<file path="config.mk">
export PLATFORM = sky130hd
export DESIGN_NAME = ram_fifo_controller
export DESIGN_NICKNAME = d
export VERILOG_FILES = /design/src/rtl/ram_fifo_controller.sv
export SDC_FILE = /design/constraint.sdc
export NUM_CORES = 1
export LEC_CHECK = 0
export ABC_CLOCK_PERIOD_IN_PS = 3400
export CAP_MARGIN = 20
export CORE_MARGIN = 3
export CORE_UTILIZATION = 37
export DETAILED_ROUTE_END_ITERATION = 6
export GPL_TIMING_DRIVEN = 0
export HOLD_SLACK_MARGIN = 0.05
export PLACE_DENSITY = 0.76
export SLEW_MARGIN = 20
export SYNTH_ARGS = -nofsm -noshare
export SYNTH_HDL_FRONTEND = slang
export SYNTH_SLANG_ARGS = --single-unit
</file>
<file path="constraint.sdc">
create_clock -name clock -period 3.4 [get_ports clock]
set_input_delay 0.51 -clock clock [delete_from_list [all_inputs] [get_ports clock]]
set_output_delay 0.51 -clock clock [all_outputs]
set_load 0.05 [all_outputs]
</file>
<file path="src/rtl/ram_fifo_controller.sv">
// FIFO controller driving an external RAM with registered (1-cycle) reads.
// Tracks pointers and level; supports any DEPTH >= 2.
module ram_fifo_controller #(
  parameter int WIDTH         = 8,
  parameter int DEPTH         = 16,
  parameter int ADDRESS_WIDTH = $clog2(DEPTH),
  parameter int LEVEL_WIDTH   = $clog2(DEPTH + 1)
) (
  input  logic                     clock,
  input  logic                     reset,
  input  logic                     write_enable,
  input  logic [WIDTH-1:0]         write_data,
  output logic                     full,
  input  logic                     read_enable,
  output logic [WIDTH-1:0]         read_data,
  output logic                     read_valid,
  output logic                     empty,
  output logic [LEVEL_WIDTH-1:0]   level,
  output logic                     overflow,
  output logic                     underflow,
  output logic                     ram_write_enable,
  output logic [ADDRESS_WIDTH-1:0] ram_write_address,
  output logic [WIDTH-1:0]         ram_write_data,
  output logic                     ram_read_enable,
  output logic [ADDRESS_WIDTH-1:0] ram_read_address,
  input  logic [WIDTH-1:0]         ram_read_data
);

  localparam logic [ADDRESS_WIDTH-1:0] LAST =
    ADDRESS_WIDTH'(DEPTH - 1);
  localparam logic [LEVEL_WIDTH-1:0] FULL_LVL =
    LEVEL_WIDTH'(DEPTH);

  logic [ADDRESS_WIDTH-1:0] wr_ptr_q, wr_ptr_d;
  logic [ADDRESS_WIDTH-1:0] rd_ptr_q, rd_ptr_d;
  logic [LEVEL_WIDTH-1:0]   level_q, level_d;
  logic                     read_valid_q;
  logic                     overflow_q, underflow_q;
  logic                     push_ok, pop_ok;

  assign empty = (level_q == '0);
  assign full  = (level_q == FULL_LVL);

  // Reset gates both strobes so no RAM access leaks out during reset.
  assign push_ok = write_enable & ~full & ~reset;
  assign pop_ok  = read_enable & ~empty & ~reset;

  assign ram_write_enable  = push_ok;
  assign ram_write_address = wr_ptr_q;
  assign ram_write_data    = write_data;
  assign ram_read_enable   = pop_ok;
  assign ram_read_address  = rd_ptr_q;

  assign read_data  = ram_read_data;
  assign read_valid = read_valid_q;
  assign level      = level_q;
  assign overflow   = overflow_q;
  assign underflow  = underflow_q;

  always_comb begin
    wr_ptr_d = wr_ptr_q;
    rd_ptr_d = rd_ptr_q;
    level_d  = level_q;
    if (push_ok) begin
      wr_ptr_d = (wr_ptr_q == LAST) ? '0 : wr_ptr_q + 1'b1;
    end
    if (pop_ok) begin
      rd_ptr_d = (rd_ptr_q == LAST) ? '0 : rd_ptr_q + 1'b1;
    end
    unique case ({push_ok, pop_ok})
      2'b10:   level_d = level_q + 1'b1;
      2'b01:   level_d = level_q - 1'b1;
      default: level_d = level_q;
    endcase
  end

  always_ff @(posedge clock) begin
    if (reset) begin
      wr_ptr_q     <= '0;
      rd_ptr_q     <= '0;
      level_q      <= '0;
      read_valid_q <= 1'b0;
      overflow_q   <= 1'b0;
      underflow_q  <= 1'b0;
    end else begin
      wr_ptr_q     <= wr_ptr_d;
      rd_ptr_q     <= rd_ptr_d;
      level_q      <= level_d;
      read_valid_q <= pop_ok;
      overflow_q   <= write_enable & full;
      underflow_q  <= read_enable & empty;
    end
  end

endmodule
</file>
* Yosys cells after proc, flatten, opt, wreduce, memory -nomap -nowiden
Index checks and enable logic that the tools add are counted.
Operators by class: $add $sub $neg 4, multipliers 0, divide/modulo/power cells 0, $lt $le $gt $ge 0, equality and inequality tests 5, shifts and indexed selects 0, muxes and demuxes 3, bitwise gates (word level) 9, reductions and logical operators 2
Operators by type and width (count):
- 5-bit case mux with 2 select lines | 1
- 4-bit by 1-bit adder with 4-bit output, second input constant | 2
- 4-bit equality test, second input constant | 2
- 4-bit 2-to-1 mux | 2
- 1-bit AND | 6
- 5-bit by 1-bit adder with 5-bit output, second input constant | 1
- 5-bit equality test, second input constant | 1
- 5-bit logical NOT | 1
- 5-bit by 1-bit subtractor with 5-bit output, second input constant | 1
- 1-bit inverter | 3
- 2-bit by 1-bit equality test with 1-bit output, second input constant | 1
- 2-bit equality test, second input constant | 1
- 2-bit nonzero test | 1
Storage, ports and cells: flip-flop bits (word level) 16, bits in latches 0, memory bits (writable) 0, memory bits (read-only) 0, input port bits 20, output and inout bits 36, logic and storage cells 29, memories kept 0

* Longest topological paths before layout
depth in word-level cells 6, mapped depth 10, depth with buffers taken out 10

* Worst setup path after synthesis
OpenSTA, ideal clock, no wires.
kind register to register, start point register level_q[0], in the netlist level[0], end point register level_q[4], in the netlist level[4], library setup time 0.121 ns, arrival time 3.298 ns, data required time 3.279 ns, path slack -0.019 ns, stages on the path, launching flop included 11, buffers on the path 0, period minus slack after synthesis 3.419 ns, path through dfxtp_1 > or4_4 > o21ai_4 > nor2_1 > ha_1 > inv_1 > fa_1 > nor2b_1 > o22ai_1 > mux2i_1 > mux2_2
On the way: longest elaborated chain between the ends 6, elaborated cells between the ends (all ways) 14, classes of those cells add/sub: 2; eq/ne: 3; mux: 1; bitwise: 6; reduce/logical: 2
Ends and longest elaborated chain:
- start: declaration | RTL line 36 | logic [LEVEL_WIDTH-1:0] level_q, level_d;
- start signal: assignment | RTL line 88 | level_q <= level_d;
- 5-bit logical NOT (*) | RTL line 41 | assign empty = (level_q == '0);
- 1-bit inverter (*) | RTL line 46 | assign pop_ok = read_enable & ~empty & ~reset;
- 1-bit AND (*) (2 in a row) | RTL line 46
- via ram_read_enable | RTL line 24 | output logic ram_read_enable,
- 2-bit by 1-bit equality test with 1-bit output or 2-bit equality test (tied branches) | RTL line 70 | unique case ({push_ok, pop_ok})
- 5-bit case mux with 2 select lines or 2-bit nonzero test (tied branches)
The timed path passes the listed nets; every way through them passes the cells marked *. A chain may end at the register's enable or synchronous reset.

* Worst setup path in the final report
start point input port write_enable, end point output port ram_write_enable
On the way: longest elaborated chain between the ends 2
Ends and longest elaborated chain:
- start: declaration | RTL line 11 | input logic write_enable,
- 1-bit AND (2 in a row) | RTL line 45 | assign push_ok = write_enable & ~full & ~reset;
- end: declaration | RTL line 21 | output logic ram_write_enable,
No other way between the ends.

==> impl_metrics.csv <==
group,metric,value,unit
sta,min_period_over_period,86.7,%
critical_path,cp.required,2.89,ns
routing,wl_per_cell,12.2,microns
cts,clock-root-buffer,"clkbuf_4",
cells_and_area,drive_gt1_share,17.6,%
place,dp_hpwl,1.79,mm
sta,fin_crit,2.95,ns
cts,cts_resized,0,
pwr,finalPower,0.000616,W
logic_synthesis,syn-instance-count,111,
sta,rsz0062_at_grt,"false",
cts,cts_made_buffers,3,
global_routing,grt_pass1_vias,866,
floorplanning,die_w,56.8,microns
logic_synthesis,yosys_warnings,0,
logic_synthesis,ys_types,30,
critical_path,crit_path_start_kind,"input port",
pwr,powerDensity,437,nW/um^2
cts,clk_pin_slew_worst_paths,0.09,ns
sta,fin_tns_setup,0,ns
critical_path,end_kind,"primary output",
cells_and_area,multiInputGateArea,479,sq um
sta,hold_viol,0,
global_routing,gr-usage-all-layers,14.3,%
floorplanning,rows,17,
routing,dr.first_iter.drc_count,18,
run,maxCapViolations,0,
critical_path,worstPathArrival,2.44,ns
cts,htreeDepth,1,
pwr,ir_drop,0.291,mV
logic_synthesis,syn_nets,138,
logic_synthesis,yosys-top-cells-area,"dfxtp_1, buf_4, ha_1, nor2_1, mux2i_1",
global_routing,gr-total-overflow,0,
logic_synthesis,synth_edf_count,0,
place,portBuffers,38,
sta,timing.fmax,339,MHz
hold_path,hp-class,"flip-flop to flip-flop",
pwr,cellLeakagePower,0.625,nW
floorplanning,fp.coreArea,2320,sq um
critical_path,path_class,"input port to primary output",
outcome,outcome,"complete, no violations",
place,place_congestion,0.736,
logic_synthesis,syn_area,955,sq um
routing,wl,2.20,mm
routing,first_pass_iters,4,
routing,drc_errors,0,
cts,ctsHoldBuffers,0,
logic_synthesis,postSynthAreaPerCell,8.60,sq um
floorplanning,start_util,41.2,%
floorplanning,dieArea,3230,sq um
cts,clock_path_buffers,2,
sta,finClkSkew,0.00334,ns
cts,clk_latency,0.28,ns
cells_and_area,fillers,197,
logic_synthesis,ys.flop_type,"dfxtp_1",
global_routing,grt_pass1_wl,3.69,mm
logic_synthesis,synth_top_cell_area_share,33.6,%
routing,routed_via_density,5.03,
cts,cts_sinks,16,
cells_and_area,nNetsFinal,181,
global_routing,antenna_found_initial,0,
sta,slew_viol_final,0,
sta,slew_headroom,65.7,%
floorplanning,pin_count,56,
cells_and_area,ff_latch_area,320,sq um
cts,cts_tree,"done",
cells_and_area,diodes,0,
global_routing,grt_max_degree,11,
logic_synthesis,ys_ff_latch,16,
logic_synthesis,async_flop_share,0,%
sta,worst_slew_pin_slew,0.513,ns
cells_and_area,area_growth,47.6,%
floorplanning,chipHeight,56.8,microns
logic_synthesis,synth.largest_area_cell,"dfxtp_1",
critical_path,path_max_fanout,5,
routing,ant_nets,0,
logic_synthesis,synth-seq-area-share,33.6,%
routing,vias,910,
cts,post_cts_buffers,0,
sta,setup_viol,0,
-- stage by stage --
| step | instances | hold slack [ns] | area [sq um] | utilization, % | setup slack (ns) |
|---|---|---|---|---|---|
| after CTS | 181 | 0.517 | 1410 | 60.8 | 0.448 |
| after global routing | 181 | 0.540 | 1410 | 60.8 | 0.206 |
| after global placement | 177 | 0.493 | 1370 | 59.2 | 0.213 |
| final | 181 | 0.518 | 1410 | 60.8 | 0.451 |
| after floorplan | 111 | 0.663 | 957 | - | 0.259 |
| after detailed placement | 177 | 0.503 | 1370 | 59.2 | 0.186 |
-- worst max-delay path, cell delays in order --
cell,delay (ns)
clkdlybuf4s50_1,0.50
a21boi_1,0.40
nand2_1,0.16
inv_1,0.07
clkdlybuf4s50_1,0.79
-- path summary, 6_finish.rpt --
check,start,end,slack [ns],depth (start not counted)
max reg2reg,level[0],level[4],0.49,9
min reg2reg,ram_read_address[0],ram_read_address[0],0.52,2
max,write_enable,ram_write_enable,0.45,5
min,ram_read_address[0],ram_read_address[0],0.52,2
-- flip-flops by register name (all words and copies together), names as in the netlist --
| name | flops |
|---|---|
| overflow | 1 |
| ram_read_address | 4 |
| ram_write_address | 4 |
| level | 5 |
| read_valid | 1 |
| underflow | 1 |
-- report_power, final --
group / switching [W] / total (W) / internal, W
sequential: 0.0000172 / 0.000219 / 0.000201
clock: 0.0000595 / 0.000125 / 0.0000652
combinational: 0.000173 / 0.000273 / 0.0000998
-- Yosys cell counts (2+ instances only) --
master	n
nand2_1	8
clkbuf_1	3
dfxtp_1	16
and3_1	3
o211ai_1	2
nor2b_1	2
nand3_1	2
nor4_1	2
inv_1	7
a21oi_1	4
ha_1	6
xor2_1	3
mux2i_1	4
buf_4	16
nor2_1	18
-- final cells by class --
cell class | count | area share [%]
plain buffers | 19 | 9.33
repair buffers | 38 | 27.0
clock buffers | 4 | 2.58
flip-flops and latches | 16 | 22.7
multi-input cells | 69 | 34.0
well taps | 28 | 2.49
inverters | 7 | 1.87
-- layer usage --
| metal | vias to the layer above | GRT usage [%] | wire [microns] |
|---|---|---|---|
| met3 | 4 | 2.76 | 184 |
| met2 | 46 | 23.4 | 1020 |
| met5 | - | 0 | 0 |
| met1 | 411 | 18.2 | 972 |
| met4 | 0 | 5.96 | 28 |
| li1 | 449 | - | - |
-- kinds of logic (layout without fill, tap and decap cells) --
kind of cell               after synthesis  count (layout)  share of synthesized area [%]
xor gates and xnor gates                 3               3                           2.75
and+or+nand+nor                         38              38                           18.2
buffers and inverters                   26              68                           16.5
DFF                                     16              16                           33.6
adders and majority gates                7               7                           9.96
AOI/OAI and AO/OA                       16              16                           13.6
muxes                                    5               5                           5.37
-- placed cells by master, fill, tap and decap left out, drive strengths merged, types with 2 or more instances in the layout --
cell type / count
a21oi: 4
a311o: 2
and3: 3
buf: 16
clkbuf: 7
clkdlybuf4s50: 38
dfxtp: 16
ha: 6
inv: 7
mux2i: 4
nand2: 8
nand3: 2
nor2: 18
nor2b: 2
nor4: 2
o211ai: 2
xor2: 3
Power figures use the tool's default switching activity.
